$ cat src/rtl/axis_depacketizer_pkg.sv
// Shared types for the receive-side depacketizer.
package axis_depacketizer_pkg;

  typedef enum logic [1:0] {
    PASS = 2'd0,
    DROP = 2'd1,
    PAD  = 2'd2
  } state_t;

endpackage

$ cat src/rtl/axis_skid_buffer.sv
// Two-entry AXI-Stream register slice: registered valid/data downstream, registered ready upstream.
module axis_skid_buffer #(
  parameter int unsigned DATA_WIDTH = 16
) (
  input  logic                  aclk,
  input  logic                  aresetn,
  input  logic [DATA_WIDTH-1:0] s_axis_tdata,
  input  logic                  s_axis_tvalid,
  output logic                  s_axis_tready,
  output logic [DATA_WIDTH-1:0] m_axis_tdata,
  output logic                  m_axis_tvalid,
  input  logic                  m_axis_tready
);

  logic [DATA_WIDTH-1:0] skid_data;
  logic                  skid_valid;
  logic                  out_free;

  assign out_free      = !m_axis_tvalid || m_axis_tready;
  assign s_axis_tready = !skid_valid;

  // Skid entry catches the beat accepted while the output register is stalled.
  always_ff @(posedge aclk) begin
    if (!aresetn) begin
      m_axis_tvalid <= 1'b0;
      m_axis_tdata  <= '0;
      skid_valid    <= 1'b0;
      skid_data     <= '0;
    end else if (out_free) begin
      if (skid_valid) begin
        m_axis_tdata  <= skid_data;
        m_axis_tvalid <= 1'b1;
        skid_valid    <= 1'b0;
      end else if (s_axis_tvalid) begin
        m_axis_tdata  <= s_axis_tdata;
        m_axis_tvalid <= 1'b1;
      end else begin
        m_axis_tvalid <= 1'b0;
      end
    end else if (s_axis_tvalid && !skid_valid) begin
      skid_valid <= 1'b1;
      skid_data  <= s_axis_tdata;
    end
  end

endmodule

$ cat src/rtl/axis_depacketizer.sv
// Strips tlast framing and forces each packet to a programmable beat count (truncate long, pad short),
// flagging start-of-packet on tuser and reporting per-packet length/error status.
module axis_depacketizer
  import axis_depacketizer_pkg::*;
#(
  parameter int unsigned           DATA_WIDTH    = 16,
  parameter int unsigned           COUNTER_WIDTH = 16,
  parameter bit                    OPT_REGISTER  = 1'b0,
  parameter logic [DATA_WIDTH-1:0] PAD_VALUE     = '0
) (
  input  logic                     aclk,
  input  logic                     aresetn,
  input  logic [COUNTER_WIDTH-1:0] limit,
  input  logic [DATA_WIDTH-1:0]    s_axis_tdata,
  input  logic                     s_axis_tvalid,
  output logic                     s_axis_tready,
  input  logic                     s_axis_tlast,
  output logic [DATA_WIDTH-1:0]    m_axis_tdata,
  output logic                     m_axis_tvalid,
  input  logic                     m_axis_tready,
  output logic                     m_axis_tuser,
  output logic                     stat_valid,
  output logic [COUNTER_WIDTH-1:0] stat_len,
  output logic                     stat_short,
  output logic                     stat_long
);

  localparam int unsigned   DW      = DATA_WIDTH;
  localparam int unsigned   CW      = COUNTER_WIDTH;
  localparam logic [CW-1:0] CNT_MAX = '1;

  state_t        state, state_nxt;
  logic [CW-1:0] in_cnt, in_nxt, out_cnt, out_nxt;
  logic [CW-1:0] int_limit, eff_limit, in_inc, len_nxt;
  logic          stat_fire, short_nxt, long_nxt;
  logic          first_beat, hold;
  logic [DW-1:0] core_tdata;
  logic          core_tvalid, core_tready, core_tuser;

  // The first beat of a packet sees the live limit; later beats use the copy latched at packet start.
  assign first_beat = (state == PASS) && (in_cnt == '0);
  assign eff_limit  = first_beat ? limit : int_limit;
  assign in_inc     = (in_cnt == CNT_MAX) ? CNT_MAX : in_cnt + CW'(1);
  // A one-beat packet right after a status pulse waits a cycle so pulses never abut.
  assign hold       = first_beat && stat_valid && s_axis_tlast;

  always_comb begin
    state_nxt     = state;
    in_nxt        = in_cnt;
    out_nxt       = out_cnt;
    stat_fire     = 1'b0;
    len_nxt       = in_inc;
    short_nxt     = 1'b0;
    long_nxt      = 1'b0;
    s_axis_tready = 1'b0;
    core_tvalid   = 1'b0;
    core_tdata    = s_axis_tdata;
    core_tuser    = 1'b0;
    unique case (state)
      PASS: begin
        s_axis_tready = core_tready && !hold;
        core_tvalid   = s_axis_tvalid && !hold;
        core_tuser    = (in_cnt == '0);
        if (s_axis_tvalid && core_tready && !hold) begin
          in_nxt = in_inc;
          if (s_axis_tlast) begin
            stat_fire = 1'b1;
            in_nxt    = '0;
            if (eff_limit != '0 && in_inc != eff_limit) begin
              short_nxt = 1'b1;
              out_nxt   = in_inc;
              state_nxt = PAD;
            end
          end else if (eff_limit != '0 && in_inc == eff_limit) begin
            state_nxt = DROP;
          end
        end
      end
      DROP: begin
        s_axis_tready = 1'b1;
        if (s_axis_tvalid) begin
          in_nxt = in_inc;
          if (s_axis_tlast) begin
            stat_fire = 1'b1;
            long_nxt  = 1'b1;
            in_nxt    = '0;
            state_nxt = PASS;
          end
        end
      end
      PAD: begin
        core_tvalid = 1'b1;
        core_tdata  = PAD_VALUE;
        if (core_tready) begin
          if (out_cnt + CW'(1) == int_limit) begin
            out_nxt   = '0;
            in_nxt    = '0;
            state_nxt = PASS;
          end else begin
            out_nxt = out_cnt + CW'(1);
          end
        end
      end
      default: state_nxt = PASS;
    endcase
  end

  always_ff @(posedge aclk) begin
    if (!aresetn) begin
      state      <= PASS;
      in_cnt     <= '0;
      out_cnt    <= '0;
      int_limit  <= '0;
      stat_valid <= 1'b0;
      stat_len   <= '0;
      stat_short <= 1'b0;
      stat_long  <= 1'b0;
    end else begin
      state      <= state_nxt;
      in_cnt     <= in_nxt;
      out_cnt    <= out_nxt;
      stat_valid <= stat_fire;
      if (first_beat) int_limit <= limit;
      if (stat_fire) begin
        stat_len   <= len_nxt;
        stat_short <= short_nxt;
        stat_long  <= long_nxt;
      end
    end
  end

  // Output stage: direct wiring, or a register slice carrying {tdata, tuser}.
  if (OPT_REGISTER) begin : g_reg
    logic [DW:0] skid_out;
    axis_skid_buffer #(.DATA_WIDTH(DW + 1)) u_skid (
      .aclk          (aclk),
      .aresetn       (aresetn),
      .s_axis_tdata  ({core_tdata, core_tuser}),
      .s_axis_tvalid (core_tvalid),
      .s_axis_tready (core_tready),
      .m_axis_tdata  (skid_out),
      .m_axis_tvalid (m_axis_tvalid),
      .m_axis_tready (m_axis_tready)
    );
    assign m_axis_tdata = skid_out[DW:1];
    assign m_axis_tuser = skid_out[0];
  end else begin : g_comb
    assign core_tready   = m_axis_tready;
    assign m_axis_tdata  = core_tdata;
    assign m_axis_tvalid = core_tvalid;
    assign m_axis_tuser  = core_tuser;
  end

`ifdef FORMAL
  assert property (@(posedge aclk) disable iff (!aresetn) (state != PAD) |-> (out_cnt == '0));
  assert property (@(posedge aclk) disable iff (!aresetn)
    (m_axis_tvalid && !m_axis_tready) |=> (m_axis_tvalid && $stable(m_axis_tdata) && $stable(m_axis_tuser)));
`endif

endmodule

$ cat config.mk
export PLATFORM = sky130hd
export DESIGN_NAME = axis_depacketizer
export DESIGN_NICKNAME = d
export VERILOG_FILES = /design/src/rtl/axis_depacketizer_pkg.sv /design/src/rtl/axis_skid_buffer.sv /design/src/rtl/axis_depacketizer.sv
export SDC_FILE = /design/constraint.sdc
export NUM_CORES = 1
export LEC_CHECK = 0
export BUFFER_PORTS_ARGS = -buffer_cell sky130_fd_sc_hd__buf_2
export CORE_MARGIN = 2
export CORE_UTILIZATION = 33
export DETAILED_ROUTE_END_ITERATION = 16
export HOLD_SLACK_MARGIN = 0.03
export PLACE_DENSITY = 0.5
export SYNTH_ARGS = -nofsm -noshare
export SYNTH_HDL_FRONTEND = slang
export SYNTH_HIERARCHICAL = 1
export SYNTH_SLANG_ARGS = --single-unit
export TNS_END_PERCENT = 50
$ cat constraint.sdc
create_clock -name aclk -period 9.44 [get_ports aclk]
set_input_delay 1.416 -clock aclk [delete_from_list [all_inputs] [get_ports aclk]]
set_output_delay 1.416 -clock aclk [all_outputs]
set_load 0.01 [all_outputs]
Yosys cells after proc, flatten, opt, wreduce, memory -nomap -nowiden:

Index checks and enable logic that the tools add are counted.

* $add $sub $neg: 2
* reduce and logical (&&, ||, !) cells: 18
* multiplexer cells: 36
* eq/ne operators: 15

Operator list (number)
* 2-to-1 mux 16 bit: 13
* case mux 16 bit (3 select lines): 1
* adder 16 x 1 -> 16 bit (second input constant): 2
* equality test 16 bit: 2
* case mux 16 bit (2 select lines): 1
* equality test 16 bit (second input constant): 1
* zero test 16 bit: 1
* 2-to-1 mux 2 bit: 8
* != test 16 bit: 1
* nonzero test 16 bit: 1
* != test 2 bit (second input constant): 5
* AND reduction 5 bit: 2
* logical AND 1 bit: 9
* 2-to-1 mux 1 bit: 9
* AND reduction 7 bit: 1
* != test 3 x 2 -> 1 bit (second input constant): 2
* case mux 1 bit (2 select lines): 3
* case mux 2 bit (3 select lines): 1
* != test 2 x 1 -> 1 bit (second input constant): 2
* nonzero test 3 bit: 1
* equality test 2 x 1 -> 1 bit (second input constant): 1
* equality test 2 bit (second input constant): 1
* zero test 2 bit: 1
* nonzero test 2 bit: 1
* zero test 1 bit: 1

* word-level logic and storage cells: 79
* output and inout port bits: 38
* register bits: 69

Depth between registers and ports, before layout:

Gate-level depths: netlist (run 1).

* depth after elaboration: 9
* mapped depth: 15

Worst setup path after synthesis (run 1):

OpenSTA, ideal clock, no wires.

* kind: input -> output
* start point: input s_axis_tlast
* end point: output s_axis_tready
* data arrival time: 1841 ps
* stages on the path: 3
* data required time: 8024 ps
* setup slack: 6183 ps
* cells stage by stage: nand3_1 > a21oi_1 > nor2_1

* word-level cells in the longest chain between the ends: 4

Ends and longest elaborated chain
* start, declared: RTL line axis_depacketizer.sv:17 `input logic s_axis_tlast,`
* logical AND 1 bit: RTL line axis_depacketizer.sv:45 `assign hold = first_beat && stat_valid && s_axis_tlast;`
* zero test 1 bit: RTL line axis_depacketizer.sv:61 `s_axis_tready = core_tready && !hold;`
* logical AND 1 bit: RTL line axis_depacketizer.sv:61
* case mux 1 bit (2 select lines): RTL line axis_depacketizer.sv:59 `unique case (state)`
* end, declared: RTL line axis_depacketizer.sv:16 `output logic s_axis_tready,`

Every way passes these cells.

Worst setup path in the final report (run 1):

* start point: register in_cnt[0]
* end point: register out_cnt[5]

* word-level cells in the longest chain between the ends: 8

Ends and longest elaborated chain
* start, declared: RTL line axis_depacketizer.sv:33 `logic [CW-1:0] in_cnt, in_nxt, out_cnt, out_nxt;`
* start signal, assigned: RTL line axis_depacketizer.sv:120 `in_cnt <= in_nxt;`
* parallel branches: the longest is 8 deep, another holds adder 16 x 1 -> 16 bit
* end signal, assigned: RTL line axis_depacketizer.sv:121 `out_cnt <= out_nxt;`
* end, declared: RTL line axis_depacketizer.sv:33

Several ways; the timed one is not identified. The select of a mux whose other input is x is not followed.
A chain may end at the register's enable or synchronous reset.

==> results of run 1 <==
-- path summary, 6_finish.rpt --
| path | endpoint | slack [ps] |
|---|---|---|
| setup / recovery | out_cnt[5] | 5190 |
| hold reg to reg | stat_short | 460 |
| hold / removal | stat_short | 460 |
| setup reg to reg | out_cnt[5] | 5190 |
-- kinds of logic after synthesis --
family,synth area share [%]
simple gates,31.2
buf+inv,5.47
fa+ha+maj,0.785
flops,28.9
xor+xnor,8.61
mux,3.40
compound gates,21.7
-- worst max-delay path: stages, from the launching register on --
cell and delay [ps]:
dfxtp_1 390, inv_1 110, ha_1 160, nor4b_4 300
nand3_2 220, nor2_8 350, mux2i_1 530, nor3_1 110
nor4bb_1 450, nor4_2 150, o21ai_2 880, o221ai_1 290
o211a_1 200
-- power by group --
part           internal (mW)  switching (mW)  leakage [nW]  total, mW
clock network          0.231           0.135         0.149      0.366
logic                 0.0503          0.0706          1.53      0.121
registers              0.301          0.0139         0.562      0.315
total                  0.583           0.220          2.24      0.802
-- final cells by class --
| cell class | count | area, sq um |
|---|---|---|
| Clock buffer | 10 | 229 |
| Clock inverter | 5 | 85.1 |
| Fill cell | 1472 | 8530 |
| Inverter | 15 | 56.3 |
| Multi-Input combinational cell | 474 | 3140 |
| Sequential cell | 69 | 1380 |
| Tap cell | 180 | 225 |
| Timing Repair Buffer | 78 | 400 |
-- layout by cell type, fill, tap and decap left out, types with 5 or more instances in the layout --
cell type	count
a211oi_1	12
a21oi_1	53
a31oi_1	6
and2_1	22
and3_1	10
buf_2	74
clkbuf_16	9
dfxtp_1	69
inv_1	15
mux2i_1	14
nand2_1	39
nand2b_1	8
nand3_1	23
nand4_1	11
nor2_1	74
nor3_1	27
nor4_1	8
o211a_1	5
o21a_1	6
o21ai_0	15
o21ai_1	10
o32ai_1	6
or4_1	6
xnor2_1	19
xor2_1	15
-- routing by layer --
layer | up-vias | GRT usage (%) | share of wire, %
met5 | - | 0 | 0
met2 | 142 | 33.0 | 46
li1 | 2277 | - | -
met1 | 2209 | 27.3 | 46
met4 | 0 | 7.73 | 2.8
met3 | 27 | 5.24 | 4.7
-- synthesized netlist by cell type, types with 10 or more instances --
| library cell | n | area share [%] |
|---|---|---|
| o21ai_1 | 10 | 1.0 |
| xnor2_1 | 19 | 3.5 |
| a211oi_1 | 12 | 1.9 |
| nor3_1 | 27 | 2.8 |
| o21ai_0 | 15 | 1.6 |
| xor2_1 | 15 | 2.7 |
| nand2_1 | 39 | 3.1 |
| nor2_1 | 74 | 5.8 |
| a21oi_1 | 53 | 5.5 |
| nand3_1 | 23 | 2.4 |
| and3_1 | 10 | 1.3 |
| buf_2 | 10 | 1.0 |
| mux2i_1 | 14 | 2.9 |
| inv_1 | 15 | 1.2 |
| dfxtp_1 | 69 | 29 |
| and2_1 | 22 | 2.9 |
| nand4_1 | 11 | 1.4 |
| clkbuf_1 | 22 | 1.7 |
-- registers in the layout (all words and copies together) (netlist names) --
| signal | count |
|---|---|
| stat_valid | 1 |
| int_limit | 16 |
| state | 2 |
| out_cnt | 16 |
| stat_short | 1 |
| in_cnt | 16 |
| stat_len | 16 |
| stat_long | 1 |
-- per-stage QoR --
step | worst slack [ps] | area (sq um) | power (mW) | hold slack [ps]
after floorplan | 6180 | 4780 | 0.404 | 481
after global placement | 5330 | 5200 | 0.440 | 449
after detailed placement | 5220 | 5200 | 0.442 | 451
after CTS | 5220 | 5520 | 0.811 | 467
after global routing | 4720 | 5520 | 0.836 | 495
final | 5190 | 5520 | 0.802 | 464
==> summary.md, run 1 <==
| Metric | Value |
|---|---|
| Status | completed |
| Seq/Total Area, Yosys | 28.9% |
| Max FO, Critical Path | 30 |
| Tightest Pin Transition | 1310 ps |
| ANT cells | 0 |
| Fmax | 235 MHz |
| PortBufs | 74 |
| Post-route ant nets | 0 |
| Predominant post-synthesis flop cell | dfxtp_1 |
| Worst slew margin | 12.1% |
| Row cnt | 43 |
| Worst hold path type | reg -> reg |
| Clock slew at reported path FFs | 60 ps |
| # resized after CTS | 0 |
| Crit path launch type | flop |
| Peak supply drop | 0.0748 mV |
| Setup bufs post-CTS | 0 |
| CTS tree | built |
| Asr flop ratio synth | 0% |
| Fin crit share | 45.0% |
| Final wirelength | 16000 um |
| Clock Tree Buf Depth | 2 |
| H-tree depth | 3 |
| Worst setup startpoint | in_cnt[0] |
| DIE AREA | 15500 sq um |
| Syn Inst Count | 598 |
| Layout Utilization | 39.3% |
| First-pass GRT wire length | 25300 um |
| Initial antenna violation count | 0 |
| Vias in the first global route | 4435 |
| Largest net degree at the start of global routing | 56 |
| Layout Cells excl Fill | 831 |
| Reg2Reg Launch Point | in_cnt[0] |
| DRC | 0 |
| DR vias | 4655 |
| Setup_tns | 0 ps |
| Mean area per synthesized cell | 7.99 sq um |
| WP data required | 9680 ps |
| Synth warn | 6 |
| Pwr per Cell Area | 145 nW/um^2 |
| Die Y | 124 um |
| Max-slew violations | 0 |
| Yosys cell types | 77 |
| Static Leak | 2.24 nW |
| Drt first pass iters | 4 |
| Critical Path AT | 4480 ps |
| Hold path cells | 2 |
| Syn-to-layout area delta | 15.4% |
| Initial Utilization | 34.0% |
| Setup Viol. Count Final | 0 |
| Layout cells sized above 1 | 19.4% |
| Starting DRT DRC Count | 297 |
| Placeable core area | 14000 sq um |
| RSZ-0062 raised after global routing | no |
| I/O pins | 75 |
| Total CTS buffers | 9 |
| Wire per inst | 19.2 um |
| Post-synth EDFFs | 0 |
| Hold_sp | stat_short |
| Synthesized Nets | 638 |
| Cts hold-fix bufs | 0 |
| Gr ovfl total | 0 |
| Clk_lat worst skew | 350 ps |
| Crit end category | flop |
| Critical path class | reg -> reg |
| Final #Nets | 687 |
| GPL Wtd Cong | 0.909 |
| Post-Syn Area | 4780 sq um |
| Synth Register Bits | 69 |
| Clock skew | 7.13 ps |
| R2R depth | 12 |
| HPWL Detailed | 11800 um |
| Fin. Hold Viols | 0 |
| Tmin final | 4250 ps |
| Placed insts | 816 |
| DIE WIDTH | 124 um |
| Root Buffer | clkbuf_16 |
| Clk sinks | 69 |
| Vias per cell | 5.60 |
| Total track usage | 20.8% |
| MaxCap Viol Count | 0 |
(Power assumes the default switching activity.)
==> inputs of run 2 (changes only) <==
==> constraint.sdc (replaced) <==
create_clock -name aclk -period 4.4 [get_ports aclk]
set_input_delay 0.66 -clock aclk [delete_from_list [all_inputs] [get_ports aclk]]
set_output_delay 0.66 -clock aclk [all_outputs]
set_load 0.01 [all_outputs]
==> run 2 against run 1 <==
Compared with the run above: final cell count up 0.96%; first-iteration DRC count up 1.7%; sequential power rose by 110%; flip-flop and latch count did not move; via count grew 0.45%; critical path depth up 1; core utilization rose by 0.21 points; global-route usage is essentially flat; critical path type unchanged; largest power group unchanged.
==> summary.md, run 2 (synthesis results as in run 1) <==
| Metric | Value |
|---|---|
| Initial Utilization | 34.0% |
| Cts hold-fix bufs | 0 |
| DIE WIDTH | 124 um |
| I/O pins | 75 |
| Total track usage | 20.9% |
| Drt first pass iters | 4 |
| PortBufs | 74 |
| Setup_tns | 0 ps |
| Worst slew margin | 30.0% |
| First-pass GRT wire length | 25600 um |
| Tightest Pin Transition | 1050 ps |
| Layout cells sized above 1 | 20.5% |
| Fin crit share | 85.3% |
| Tmin final | 3750 ps |
| Peak supply drop | 0.219 mV |
| WP data required | 4640 ps |
| Gr ovfl total | 0 |
| Row cnt | 43 |
| Starting DRT DRC Count | 302 |
| Syn-to-layout area delta | 16.0% |
| DR vias | 4676 |
| Commonest cells after routing, fill and taps aside | 74 x nor2_1, 74 x buf_2, 69 x dfxtp_1 |
| Wire per inst | 19.1 um |
| H-tree depth | 3 |
| ANT cells | 0 |
| Setup bufs post-CTS | 0 |
| Placed insts | 823 |
| Final wirelength | 16100 um |
| Layout Cells excl Fill | 839 |
| GPL Wtd Cong | 0.903 |
| Vias per cell | 5.57 |
| Die Y | 124 um |
| Hold path cells | 2 |
| R2R depth | 13 |
| # resized after CTS | 0 |
| Setup Viol. Count Final | 0 |
| MaxCap Viol Count | 0 |
| Vias in the first global route | 4506 |
| HPWL Detailed | 12000 um |
| RSZ-0062 raised after global routing | no |
| Crit end category | flop |
| Total CTS buffers | 9 |
| Clk sinks | 69 |
| Critical path class | reg -> reg |
| Pwr per Cell Area | 298 nW/um^2 |
| Overall power | 1.65 mW |
| Fin. Hold Viols | 0 |
| Clock slew at reported path FFs | 60 ps |
| Largest net degree at the start of global routing | 56 |
| Critical Path AT | 3990 ps |
| CTS tree | built |
| Worst hold path type | reg -> reg |
| Clock skew | 7.88 ps |
| Root Buffer | clkbuf_16 |
| DIE AREA | 15500 sq um |
| Crit path launch type | flop |
| Clock Tree Buf Depth | 2 |
| Final #Nets | 694 |
| Placeable core area | 14000 sq um |
| Fmax | 267 MHz |
| DRC | 0 |
| Initial antenna violation count | 0 |
| Clk_lat worst skew | 340 ps |
| Max FO, Critical Path | 17 |
| Status | completed |
| Max-slew violations | 0 |
| Static Leak | 2.26 nW |
| Post-route ant nets | 0 |
| R2R setup slack | 650 ps |
[run 2: worst max-delay path, stage by stage (launching register included)]
cell      delay, ps
dfxtp_1         390
inv_1           110
ha_1            150
nor4b_4         260
nand3_2         210
nor2_8          350
mux2i_1         440
nor3_1          100
nor4bb_1        370
nor4_2          120
o21ai_2         520
buf_4           320
a21oi_1          90
a31o_2          210
[run 2: final cells by class]
| class | count | area (sq um) |
|---|---|---|
| multi-input combinational | 474 | 3140 |
| fill | 1452 | 8500 |
| inverter | 15 | 56.3 |
| sequential | 69 | 1380 |
| timing repair buffer | 85 | 453 |
| clock buffer | 10 | 239 |
| tap | 180 | 225 |
| clock inverter | 6 | 52.6 |
[run 2: power by group]
group / internal (mW) / leakage (nW) / switching [mW] / total [mW]
logic: 0.109 / 1.56 / 0.150 / 0.259
clock network: 0.407 / 0.138 / 0.312 / 0.719
registers: 0.646 / 0.562 / 0.0311 / 0.677
total: 1.16 / 2.26 / 0.493 / 1.65
[run 2: metrics by stage]
step                      area [sq um]  hold WS (ps)  setup WS (ps)  utilization (%)
after floorplan                   4780           481           1450                -
after global routing              5550           498            241             39.5
after CTS                         5550           477            627             39.5
after global placement            5250           454            823             37.4
final                             5550           472            649             39.5
after detailed placement          5250           461            641             37.4
[run 2: path summary, 6_finish.rpt]
kind | start | end
setup reg to reg | in_cnt[0] | out_cnt[6]
setup / recovery | in_cnt[0] | out_cnt[6]
hold reg to reg | stat_short | stat_short
hold / removal | stat_short | stat_short
[run 2: metal layers]
metal / up-vias / share of wire [%] / GRT usage (%)
li1: 2305 / - / -
met1: 2210 / 44 / 27.0
met2: 133 / 46 / 33.0
met3: 28 / 6.1 / 5.84
met4: 0 / 3.3 / 7.93
met5: - / 0 / 0
